--- config.mk ---
export PLATFORM = sky130hd
export DESIGN_NAME = obuf_streamer
export DESIGN_NICKNAME = d
export VERILOG_FILES = /design/src/rtl/obuf_streamer.sv
export SDC_FILE = /design/constraint.sdc
export NUM_CORES = 1
export LEC_CHECK = 0
export ABC_AREA = 1
export CAP_MARGIN = 15
export CORE_ASPECT_RATIO = 2
export CORE_MARGIN = 10
export CORE_UTILIZATION = 30
export DETAILED_ROUTE_END_ITERATION = 12
export HOLD_SLACK_MARGIN = 0.05
export SETUP_SLACK_MARGIN = 0.02
export SLEW_MARGIN = 20
export SYNTH_ARGS = -nofsm -noshare
export SYNTH_HDL_FRONTEND = slang
export SYNTH_SLANG_ARGS = --single-unit
--- constraint.sdc ---
create_clock -name clk -period 2.25 [get_ports clk]
set_input_delay 0.225 -clock clk [delete_from_list [all_inputs] [get_ports clk]]
set_output_delay 0.225 -clock clk [all_outputs]
set_load 0.01 [all_outputs]
--- src/rtl/obuf_streamer.sv ---
`default_nettype none
// +--------------------------------------------------------------------------+
// | obuf_streamer: drains the OBUF circular buffer onto a valid/ready stream  |
// | Rev 1.0                                                                   |
// +--------------------------------------------------------------------------+
module obuf_streamer #(
  parameter int unsigned OBUF    = 'h1400,
  parameter int unsigned OBUF_SZ = 'h400,
  parameter int          ASZ     = 17,
  parameter int          PSZ     = $clog2(OBUF_SZ)
) (
  input  logic           clk,
  input  logic           rst,
  input  logic           en,
  input  logic [PSZ-1:0] wp,
  output logic           mem_req,
  output logic [ASZ-1:0] mem_addr,
  input  logic           mem_gnt,
  input  logic [7:0]     mem_vo,
  output logic           tx_valid,
  output logic [7:0]     tx_data,
  input  logic           tx_ready,
  output logic [PSZ-1:0] rp,
  output logic           empty,
  output logic           busy
);

  localparam logic [1:0] S_IDLE = 2'd0;
  localparam logic [1:0] S_REQ  = 2'd1;
  localparam logic [1:0] S_WAIT = 2'd2;
  localparam logic [1:0] S_SEND = 2'd3;

  logic [1:0]     state_q, state_d;
  logic [PSZ-1:0] rp_q, rp_d;
  logic [PSZ-1:0] rp_inc;
  logic [7:0]     tx_data_q, tx_data_d;

  // PSZ-bit arithmetic gives the modulo-OBUF_SZ wrap for free.
  assign rp_inc = rp_q + PSZ'(1);

  assign empty    = (rp_q == wp);
  assign rp       = rp_q;
  assign tx_data  = tx_data_q;
  assign mem_addr = ASZ'(OBUF) + ASZ'(rp_q);

  always_ff @(posedge clk) begin
    if (rst) begin
      state_q   <= S_IDLE;
      rp_q      <= '0;
      tx_data_q <= '0;
    end else begin
      state_q   <= state_d;
      rp_q      <= rp_d;
      tx_data_q <= tx_data_d;
    end
  end

  always_comb begin
    state_d   = state_q;
    rp_d      = rp_q;
    tx_data_d = tx_data_q;
    case (state_q)
      S_IDLE: begin
        if (en && !empty) state_d = S_REQ;
      end
      S_REQ: begin
        if (mem_gnt) state_d = S_WAIT;
      end
      S_WAIT: begin
        // Read data is valid in the cycle following the grant.
        tx_data_d = mem_vo;
        state_d   = S_SEND;
      end
      S_SEND: begin
        if (tx_ready) begin
          rp_d    = rp_inc;
          state_d = (en && (rp_inc != wp)) ? S_REQ : S_IDLE;
        end
      end
      default: state_d = S_IDLE;
    endcase
  end

  always_comb begin
    mem_req  = (state_q == S_REQ);
    tx_valid = (state_q == S_SEND);
    busy     = (state_q != S_IDLE);
  end

endmodule
`default_nettype wire

==> metrics.cfg, run 1 <==
[synthesis]
synth_top_flop_cell = dfxtp_1
netlist_instances = 235
synth_top_area_cell = dfxtp_1
synth_top_area_share_pct = 27.6
synth-edff-count = 0
synth.top_cells.by_count = nand2_1 (63), inv_1 (34), nor2_1 (32), dfxtp_1 (20), o21ai_0 (18)
ys_top_cells_by_area = dfxtp_1 (28%), nand2_1 (16%), buf_4 (8.8%)
synth_seq_area_share_pct = 27.6
ys_ff_latch = 20
synthArstFlopShare_pct = 0
yosysMostFrequentCell = nand2_1
postSynthAreaPerCell_sq_um = 6.17
synth_warnings = 0
synth_cell_types = 26
syn_area_sq_um = 1450

[die]
dieArea_sq_um = 8180
die_y_um = 118
start_util_pct = 31.2
core_sq_um = 4640
fp-row-count = 35
fp.dieW_um = 69.1
io-pin-count = 62

[setup_path]
worst-path-buf-inv = 2
r2r_cells = 14
cp_top_family = buffers and inverters
slowest_stage = clkdlybuf4s50_1
arrival_ns = 1.85
worstPathMaxFanout = 7
cp-endpoint = empty
crit_path_end_kind = output port
cp_cell_sequence = nand2_1, nand2_1, nand2_1, nor2_1, nand3_1, inv_1, clkdlybuf4s50_1
crit_path_start = rp[3]
start_kind = flop
critPathKind = flop to output port
crit_path_frequent_cell = nand2_1
r2r-start = rp[1]
path_depth = 7
cp_slowest_stage_delay_ns = 0.53
cp.required_ns = 2.03
r2r-end = state_q[0]
r2r_setup_slack_ns = 0.40

[drt]
ant_nets = 0
num_vias = 1513
wire_per_inst_um = 12.9
drc = 0
drtIter0Drc = 31
wirelength_um = 4320
via_per_inst = 4.50
drt_pre_antenna_iters = 4

[sta]
fin_crit_sh_pct = 92.4
final-hold-violation-count = 0
fin_skew_ns = 0.00492
fin_setup_tns_ns = 0
grt_setup_unrepaired = no
min_period_ns = 2.08
slew_violations = 0
setup_violations = 0
fmax_ghz = 0.481

[global_route]
grt_first_pass_wirelength_um = 7210
grt.total_usage_pct = 10.4
grt_max_degree = 16
grt_pass1_vias = 1604
overflow = 0
grt_antenna_before_repair = 0

[layout]
n_antenna_cell = 0
fill_cells = 512
fin_area_sq_um = 2010
syn2layout_area_growth_pct = 38.9
drive_above_1_share_pct = 5.69
final_nets = 311

[power_and_ir_drop]
power_density_nw_per_um2 = 666
irDropWorstVdd_uv = 436
leakage_nw = 0.917

[min_path]
min_path_type = flop to flop
min_from = tx_data[3]

[cts]
clockBufferDepth = 2
cts_buffers = 3
post_cts_buffers = 0
cts_sinks = 20
clk_pin_slew_ns = 0.08
cts_tree = built
clockRootBuffer = clkbuf_8
clock_latency_ns = 0.26
h-tree-depth = 1

[place]
post_dp_cell_area_sq_um = 1960
place.gp.congestion = 0.895
numPortBuffers = 54
dp_hpwl_um = 3600

[flow_run]
drv_cap = 0

[outcome]
status = finished clean

==> sequential cells by signal, indices dropped and copies added, names as in the netlist <==
| signal | count |
|---|---|
| rp | 10 |
| state_q | 2 |
| tx_data | 8 |
==> repair_timing <==
action / 4_1_cts / 5_1_grt
hold endpoints to repair: 0 / 0
gates resized for setup: 0 / 1
hold buffers: 0 / 0
endpoints found under the setup margin: 0 / 1
==> layer usage <==
layer  global-route usage [%]  share of wire [%]
met1                     9.38                 36
met4                     4.94                3.0
met3                     3.69                7.6
met5                        0                  0
met2                     19.6                 53
==> how the worst min path moves through the flow <==
| stage | depth (start not counted) | end | slack, ns |
|---|---|---|---|
| after floorplan | 1 | state_q[0] | 0.29 |
| after global placement | 2 | tx_data[3] | 0.47 |
| after detailed placement | 2 | tx_data[3] | 0.49 |
| after CTS | 2 | tx_data[3] | 0.51 |
| after global routing | 2 | tx_data[3] | 0.54 |
| final | 2 | tx_data[3] | 0.50 |
==> per-stage QoR <==
step / hold WS, ns / power, mW / cells / util (%) / setup slack (ns)
after CTS: 0.513 / 1.37 / 336 / 43.3 / 0.0872
after floorplan: 0.287 / 0.798 / 240 / - / 0.603
after global routing: 0.543 / 1.45 / 336 / 43.4 / 0.0214
after detailed placement: 0.488 / 1.07 / 332 / 42.2 / 0.173
after global placement: 0.475 / 1.07 / 332 / 42.2 / 0.176
final: 0.505 / 1.34 / 336 / 43.4 / 0.172
==> layout make-up <==
cell class / instances / area [sq um] / share of cell area (%)
multi-input cells: 165 / 797 / 39.6
repair buffers: 56 / 556 / 27.6
flip-flops and latches: 20 / 402 / 20.0
inverters: 36 / 135 / 6.71
well taps: 55 / 68.8 / 3.42
clock buffers: 4 / 55.1 / 2.73
==> worst reg2reg max path, cell delays in order, from the launching register on <==
cell	delay [ns]
dfxtp_1	0.48
ha_1	0.29
nand2_1	0.09
nor2_1	0.18
nand2_1	0.10
inv_1	0.08
nand2_1	0.05
nand2_1	0.05
nand3_1	0.08
nor2_1	0.09
nand2_1	0.05
nand2_1	0.05
nand2_1	0.05
nand2_1	0.07
a21oi_2	0.05
==> logic make-up (layout without fill, tap and decap cells) <==
kind of cell               count (synthesis)  in the layout  share of synthesized area [%]
AOI/OAI and AO/OA                         33             33                           13.2
adders and majority gates                  6              6                           5.18
and+or+nand+nor                          116            116                           33.0
other                                      2              7                          0.518
xor gates and xnor gates                   3              3                           1.81
DFF                                       20             20                           27.6
buffers and inverters                     55             96                           18.7
==> cells in the final DEF, fill, tap and decap left out <==
cell and instances:
nand2_1 63, ha_1 6, nor2_4 1, nor3b_1 1, and2_4 1, buf_4 2
nand3_1 13, a21oi_4 1, clkdlybuf4s50_1 54, dfxtp_2 1, a21oi_2 1, conb_1 7
inv_2 2, a31oi_1 1, o22ai_1 2, a221oi_1 1, a311oi_1 1, xor2_1 1
o21ai_0 18, inv_1 34, nor3_1 2, nand2_2 2, dfxtp_1 19, clkbuf_8 4
nor2_1 32, nor2_2 1, xnor2_1 2, a21oi_1 8
==> power breakdown <==
group / switching, mW / total (mW) / internal, mW
Clock: 0.128 / 0.284 / 0.156
Sequential: 0.0547 / 0.485 / 0.430
Combinational: 0.284 / 0.572 / 0.289
No activity file was read; power rests on OpenSTA's default activity.
==> run 2, diff against run 1 <==
--- a/config.mk
+++ b/config.mk
@@ -6,7 +6,7 @@
 export NUM_CORES = 1
 export LEC_CHECK = 0
 export ABC_AREA = 1
-export CAP_MARGIN = 15
+export CAP_MARGIN = 20
 export CORE_ASPECT_RATIO = 2
 export CORE_MARGIN = 10
 export CORE_UTILIZATION = 30
==> constraint.sdc (replaced) <==
create_clock -name clk -period 1.95 [get_ports clk]
set_input_delay 0.195 -clock clk [delete_from_list [all_inputs] [get_ports clk]]
set_output_delay 0.195 -clock clk [all_outputs]
set_load 0.01 [all_outputs]
==> run 2 against run 1 <==
Sequential power grew 15%; clock power is 13% higher; critical path depth shrank 3; total power rose by 16%; clock skew grew 0.0059 ns; final cell count increased by 2.4%; final area grew 3.3%; non-clock buffer count rose by 8.
==> metrics.cfg, run 2 (same netlist as run 1, synthesis figures left out) <==
[outcome]
status = finished clean

[setup_path]
start_kind = flop
worst-path-buf-inv = 3  ; +1
worstPathMaxFanout = 4  ; -3
slowest_stage = clkdlybuf4s50_1
arrival_ns = 1.59  ; -0.26 ns
cp-endpoint = busy
cp_cell_sequence = inv_1, ha_1, inv_1, clkdlybuf4s50_1
r2r-start = rp[6]
critPathKind = flop to output port
crit_path_frequent_cell = inv_1
cp.required_ns = 1.75  ; -0.28 ns
r2r-end = state_q[0]
r2r_cells = 11  ; -3
cp_slowest_stage_delay_ns = 0.53  ; about the same
r2r_setup_slack_ns = 0.21  ; -0.19 ns
crit_path_end_kind = output port
path_depth = 4  ; -3
cp_top_family = buffers and inverters
crit_path_start = state_q[1]

[global_route]
grt.total_usage_pct = 10.3  ; -0.10 points
grt_max_degree = 16  ; unchanged
grt_first_pass_wirelength_um = 7220  ; +0.19%
overflow = 0  ; unchanged
grt_pass1_vias = 1624  ; +1.2%
grt_antenna_before_repair = 0  ; unchanged

[place]
numPortBuffers = 54  ; unchanged
place.gp.congestion = 0.887  ; -0.95%
post_dp_cell_area_sq_um = 2020  ; +3.1%
dp.cells = 340  ; +2.4%
dp_hpwl_um = 3670  ; +1.7%

[die]
fp-row-count = 35  ; unchanged
die_y_um = 118  ; unchanged
start_util_pct = 31.2  ; unchanged
io-pin-count = 62  ; unchanged
dieArea_sq_um = 8180  ; unchanged
fp.dieW_um = 69.1  ; unchanged
core_sq_um = 4640  ; unchanged

[cts]
cts_tree = built
clock_latency_ns = 0.26  ; about the same
clockRootBuffer = clkbuf_8
cts_buffers = 3  ; unchanged
cts_sinks = 20  ; unchanged
h-tree-depth = 1  ; unchanged
clockBufferDepth = 2  ; unchanged
clk_pin_slew_ns = 0.08  ; about the same

[sta]
fin_skew_ns = 0.0108  ; +0.00588 ns
fin_setup_tns_ns = 0  ; unchanged
whs_ns = 0.502  ; -0.00273 ns
grt_setup_unrepaired = no
fin_crit_sh_pct = 91.6
final-hold-violation-count = 0  ; unchanged
fmax_ghz = 0.560
min_period_ns = 1.79
setup_violations = 0  ; unchanged
slew_violations = 0  ; unchanged

[drt]
drtIter0Drc = 41  ; +32%
met3_length_um = 317  ; -3.6%
drc = 0  ; unchanged
wire_per_inst_um = 12.7  ; -1.3%
dr_wl_met2_um = 2380  ; +3.9%
ant_nets = 0  ; unchanged
highest_layer = met4
num_vias = 1527  ; +0.93%
drt_pre_antenna_iters = 4  ; unchanged
via_per_inst = 4.44  ; -1.4%
m1WireLength_um = 1570  ; unchanged
wirelength_um = 4360  ; +1.0%

[power_and_ir_drop]
power_density_nw_per_um2 = 751  ; +13%
p_int_mw = 1.02  ; +17%
p_seq_share_pct = 35.8  ; -0.4 points
irDropWorstVdd_uv = 678  ; +56%
clkPwrFrac_pct = 20.6  ; -0.6 points
switching_share_pct = 34.5  ; -0.29 points
switchingPower_mw = 0.539  ; +15%
comb_power_share_pct = 43.6  ; +0.9 points
leakage_nw = 0.965  ; +5.1%

[layout]
seq_area_sq_um = 409  ; +1.9%
final_cell_mix = nand2_1 (63), clkdlybuf4s50_1 (53), inv_1 (33)
fill_cells = 518  ; +1.2%
n_antenna_cell = 0  ; unchanged
largest_reg_flops = 10  ; unchanged
fin_area_sq_um = 2080  ; +3.3%
multi_input_area_sq_um = 797  ; unchanged
final_common_cell = nand2_1
utilization_pct = 44.8  ; +1.4 points
drive_above_1_share_pct = 10.7  ; +5.0 points
syn2layout_area_growth_pct = 43.5
final_nets = 319  ; +2.6%
layoutNonFillerInstCount = 344  ; +2.4%

[min_path]
min_path_type = flop to flop

[flow_run]
drv_cap = 0  ; unchanged

run 2: changes by cell type in the layout (fill, tap and decap cells not counted), sizes merged:
cell	change
dlygate4sd2	+1
clkdlybuf4s50	-1
buf	+8
run 2: worst min-delay path by stage:
stage,start,end,slack [ns],cells past startpoint
global route,mem_vo[3],tx_data[3],0.52,3
CTS,tx_data[3],tx_data[3],0.50,2
detailed placement,tx_data[3],tx_data[3],0.48,2
global placement,tx_data[3],tx_data[3],0.48,2
finish,tx_data[3],tx_data[3],0.50,2
floorplan,rst,state_q[0],0.26,1
run 2: area by class of cell:
cell class                      instances  share of cell area [%]
Clock buffer                            4                    2.65
Inverter                               36                    6.50
Multi-Input combinational cell        165                    38.3
Sequential cell                        20                    19.7
Tap cell                               55                    3.31
Timing Repair Buffer                   64                    29.5
run 2: stage by stage:
stage / setup WS, ns / total power, mW
after floorplan: 0.303 / 0.921
after global placement: -0.0169 / 1.25
after detailed placement: -0.0213 / 1.25
after CTS: 0.117 / 1.58
after global routing: 0.0413 / 1.69
final: 0.164 / 1.56
run 2: repair_timing:
action,4_1_cts,5_1_grt
resized for setup,7,2
endpoints found under the hold margin,0,0
hold buffers,0,0
setup buffers,0,0
endpoints found under the setup margin,1,2
run 2: power by group through the flow:
| stage | Sequential (mW) | Combinational (mW) | Clock, mW |
|---|---|---|---|
| 3_5_place_dp | 0.567 | 0.687 | 0 |
| 4_1_cts | 0.558 | 0.693 | 0.334 |
| 2_1_floorplan | 0.596 | 0.325 | 0 |
| 3_3_place_gp | 0.564 | 0.683 | 0 |
| 6_report | 0.559 | 0.681 | 0.322 |
| 5_1_grt | 0.575 | 0.767 | 0.346 |
run 2: per-layer routing:
| metal | up-vias | GRT usage [%] |
|---|---|---|
| met5 | - | 0 |
| met4 | 0 | 4.30 |
| met3 | 8 | 3.43 |
| met2 | 44 | 19.8 |
| met1 | 663 | 9.27 |
| li1 | 812 | - |
run 2: worst reg2reg max path: stages, from the launching register on:
cell and delay [ns]:
dfxtp_1 0.47, nand2_1 0.13, nor3_1 0.32, nand2_1 0.14, nand2_1 0.08, nand3_1 0.09, nor2_1 0.11, nand2_1 0.06
nand2_1 0.05, nand2_1 0.05, nand2_1 0.07, a21oi_2 0.05
==> run 3, diff against run 2 <==
--- a/config.mk
+++ b/config.mk
@@ -12,6 +12,7 @@
 export CORE_UTILIZATION = 30
 export DETAILED_ROUTE_END_ITERATION = 12
 export HOLD_SLACK_MARGIN = 0.05
+export REMOVE_ABC_BUFFERS = 1
 export SETUP_SLACK_MARGIN = 0.02
 export SLEW_MARGIN = 20
 export SYNTH_ARGS = -nofsm -noshare
==> run 3 against run 2 <==
Global-route usage increased by 0.55 points; routed wire length increased by 3.0%; critical endpoint is now empty; sequential share of layout area decreased by 0.55 points; flip-flop and latch count unchanged; worst setup slack got worse by 0.0073 ns; die area unchanged; clock skew decreased by 0.0067 ns; final area increased by 1.6%.
==> metrics.cfg, run 3 (same netlist as run 1, synthesis figures left out) <==
[cts]
cts_sinks = 20  ; unchanged
clock_latency_ns = 0.27  ; about the same
clockRootBuffer = clkbuf_8
cts_buffers = 3  ; unchanged
clk_pin_slew_ns = 0.08  ; about the same
clockBufferDepth = 2  ; unchanged
hold_buffers = 0  ; unchanged
h-tree-depth = 1  ; unchanged
cts_tree = built

[setup_path]
critPathKind = input pin to output port
slowest_stage = clkdlybuf4s50_1
path_depth = 9  ; +5
crit_path_end_kind = output port
r2r_cells = 12  ; +1
cp_slowest_stage_delay_ns = 0.48  ; -0.05 ns
cp_cell_sequence = clkdlybuf4s50_1, inv_1, nand2_1, and2_4, nand2_1, nor2_1, nand3_1, inv_1, dlygate4sd2_1
r2r-end = state_q[0]
r2r_setup_slack_ns = 0.23  ; +0.02 ns
cp.required_ns = 1.75  ; about the same
worstPathMaxFanout = 2  ; -2
start_kind = input pin
cp_top_family = buffers and inverters
worst-path-buf-inv = 4  ; +1
arrival_ns = 1.60  ; about the same
r2r-start = rp[3]

[layout]
utilization_pct = 45.5  ; +0.73 points
layoutNonFillerInstCount = 347  ; +0.87%
n_antenna_cell = 0  ; unchanged
largest_reg_flops = 10  ; unchanged
final_common_cell = nand2_1
final_cell_mix = nand2_1 (63), clkdlybuf4s50_1 (53), inv_1 (34)
fill_cells = 508  ; -1.9%
syn2layout_area_growth_pct = 45.9
final_nets = 322  ; +0.94%
drive_above_1_share_pct = 9.93  ; -0.80 points

[drt]
wirelength_um = 4490  ; +3.0%
ant_nets = 0  ; unchanged
drtIter0Drc = 43  ; +4.9%
num_vias = 1609  ; +5.4%
drc = 0  ; unchanged
via_per_inst = 4.64  ; +4.5%
drt_pre_antenna_iters = 4  ; unchanged
wire_per_inst_um = 12.9  ; +2.1%

[global_route]
grt_pass1_vias = 1701  ; +4.7%
grt_max_degree = 16  ; unchanged
grt_antenna_before_repair = 0  ; unchanged
grt_first_pass_wirelength_um = 7510  ; +3.9%
overflow = 0  ; unchanged
grt.total_usage_pct = 10.8  ; +0.55 points

[min_path]
whs_endpoint = state_q[0]
holdPathStages = 2  ; unchanged
min_from = state_q[0]
min_path_type = flop to flop

[flow_run]
drv_cap = 0  ; unchanged

[sta]
min_period_ns = 1.79  ; +0.00732 ns
fin_skew_ns = 0.00407  ; -0.00673 ns
setup_violations = 0  ; unchanged
final-hold-violation-count = 0  ; unchanged
fin_crit_sh_pct = 92.0  ; +0.38 points
grt_setup_unrepaired = no
slew_violations = 0  ; unchanged
fmax_ghz = 0.557  ; -0.41%

[power_and_ir_drop]
leakage_nw = 0.985  ; +2.2%
p_int_mw = 1.11  ; +8.9%
p_seq_share_pct = 33.8  ; -2.0 points
irDropWorstVdd_uv = 520  ; -23%
clkPwrFrac_pct = 26.0  ; +5.4 points
comb_power_share_pct = 40.2  ; -3.4 points
power_density_nw_per_um2 = 786  ; +4.7%
switchingPower_mw = 0.548  ; +1.6%
power_mw = 1.66  ; +6.4%
switching_share_pct = 33.0  ; -1.5 points

[place]
place.gp.congestion = 0.909  ; +2.5%
numPortBuffers = 54  ; unchanged
dp.cells = 343  ; +0.88%
dp_hpwl_um = 3750  ; +2.5%

[die]
start_util_pct = 31.2  ; unchanged
io-pin-count = 62  ; unchanged
fp-row-count = 35  ; unchanged
dieArea_sq_um = 8180  ; unchanged
fp.dieW_um = 69.1  ; unchanged
core_sq_um = 4640  ; unchanged
die_y_um = 118  ; unchanged

[outcome]
status = finished clean

==> run 3: repair_timing <==
item                       CTS  global route
resized for setup            2             2
pin swaps                    0             0
setup buffers                0             0
setup endpoints to repair    1             2
cloned                       0             0
==> run 3: through the flow <==
step	hold WS [ns]	TNS (ns)	instance area, sq um	setup slack, ns
floorplan	0.257	0	1330	0.232
global placement	0.477	-0.101	2040	-0.101
detailed placement	0.486	-0.112	2040	-0.112
CTS	0.502	0	2110	0.0957
global route	0.509	0	2110	0.0309
finish	0.504	0	2110	0.156
==> run 3: how the worst max path moves through the flow <==
| stage | start | endpoint | slack (ns) |
|---|---|---|---|
| after CTS | state_q[0] | busy | 0.1 |
| after global placement | wp[2] | empty | -0.10 |
| after detailed placement | wp[2] | empty | -0.11 |
| after global routing | rp[3] | state_q[0] | 0.03 |
| after floorplan | rp[1] | state_q[0] | 0.23 |
| final | wp[2] | empty | 0.16 |
==> run 3: layout make-up <==
cell class / count / area, sq um / share of cell area [%]
multi-input combinational: 165 / 797 / 37.7
clock inverter: 1 / 30.0 / 1.42
timing repair buffer: 67 / 637 / 30.1
inverter: 36 / 135 / 6.39
tap: 55 / 68.8 / 3.26
clock buffer: 3 / 41.3 / 1.95
sequential: 20 / 404 / 19.1
==> run 3: worst min-delay path, stage by stage (launching register included) <==
cell     delay [ns]
dfxtp_2        0.35
nand2_1        0.08
a21oi_2        0.04
==> run 3: per-layer routing <==
metal  GRT usage, %  up-vias  share of wire (%)
li1               -      816                  -
met1           8.99      716                 34
met2           20.7       57                 54
met3           3.69       20                7.5
met4           6.96        0                4.7
met5              0        -                  0
==> run 3: power by group through the flow <==
stage	Sequential (mW)	Clock (mW)	Combinational, mW
final	0.562	0.432	0.668
after global placement	0.566	0	0.674
after global routing	0.575	0.459	0.747
after detailed placement	0.570	0	0.678
after floorplan	0.602	0	0.293
after CTS	0.561	0.445	0.682
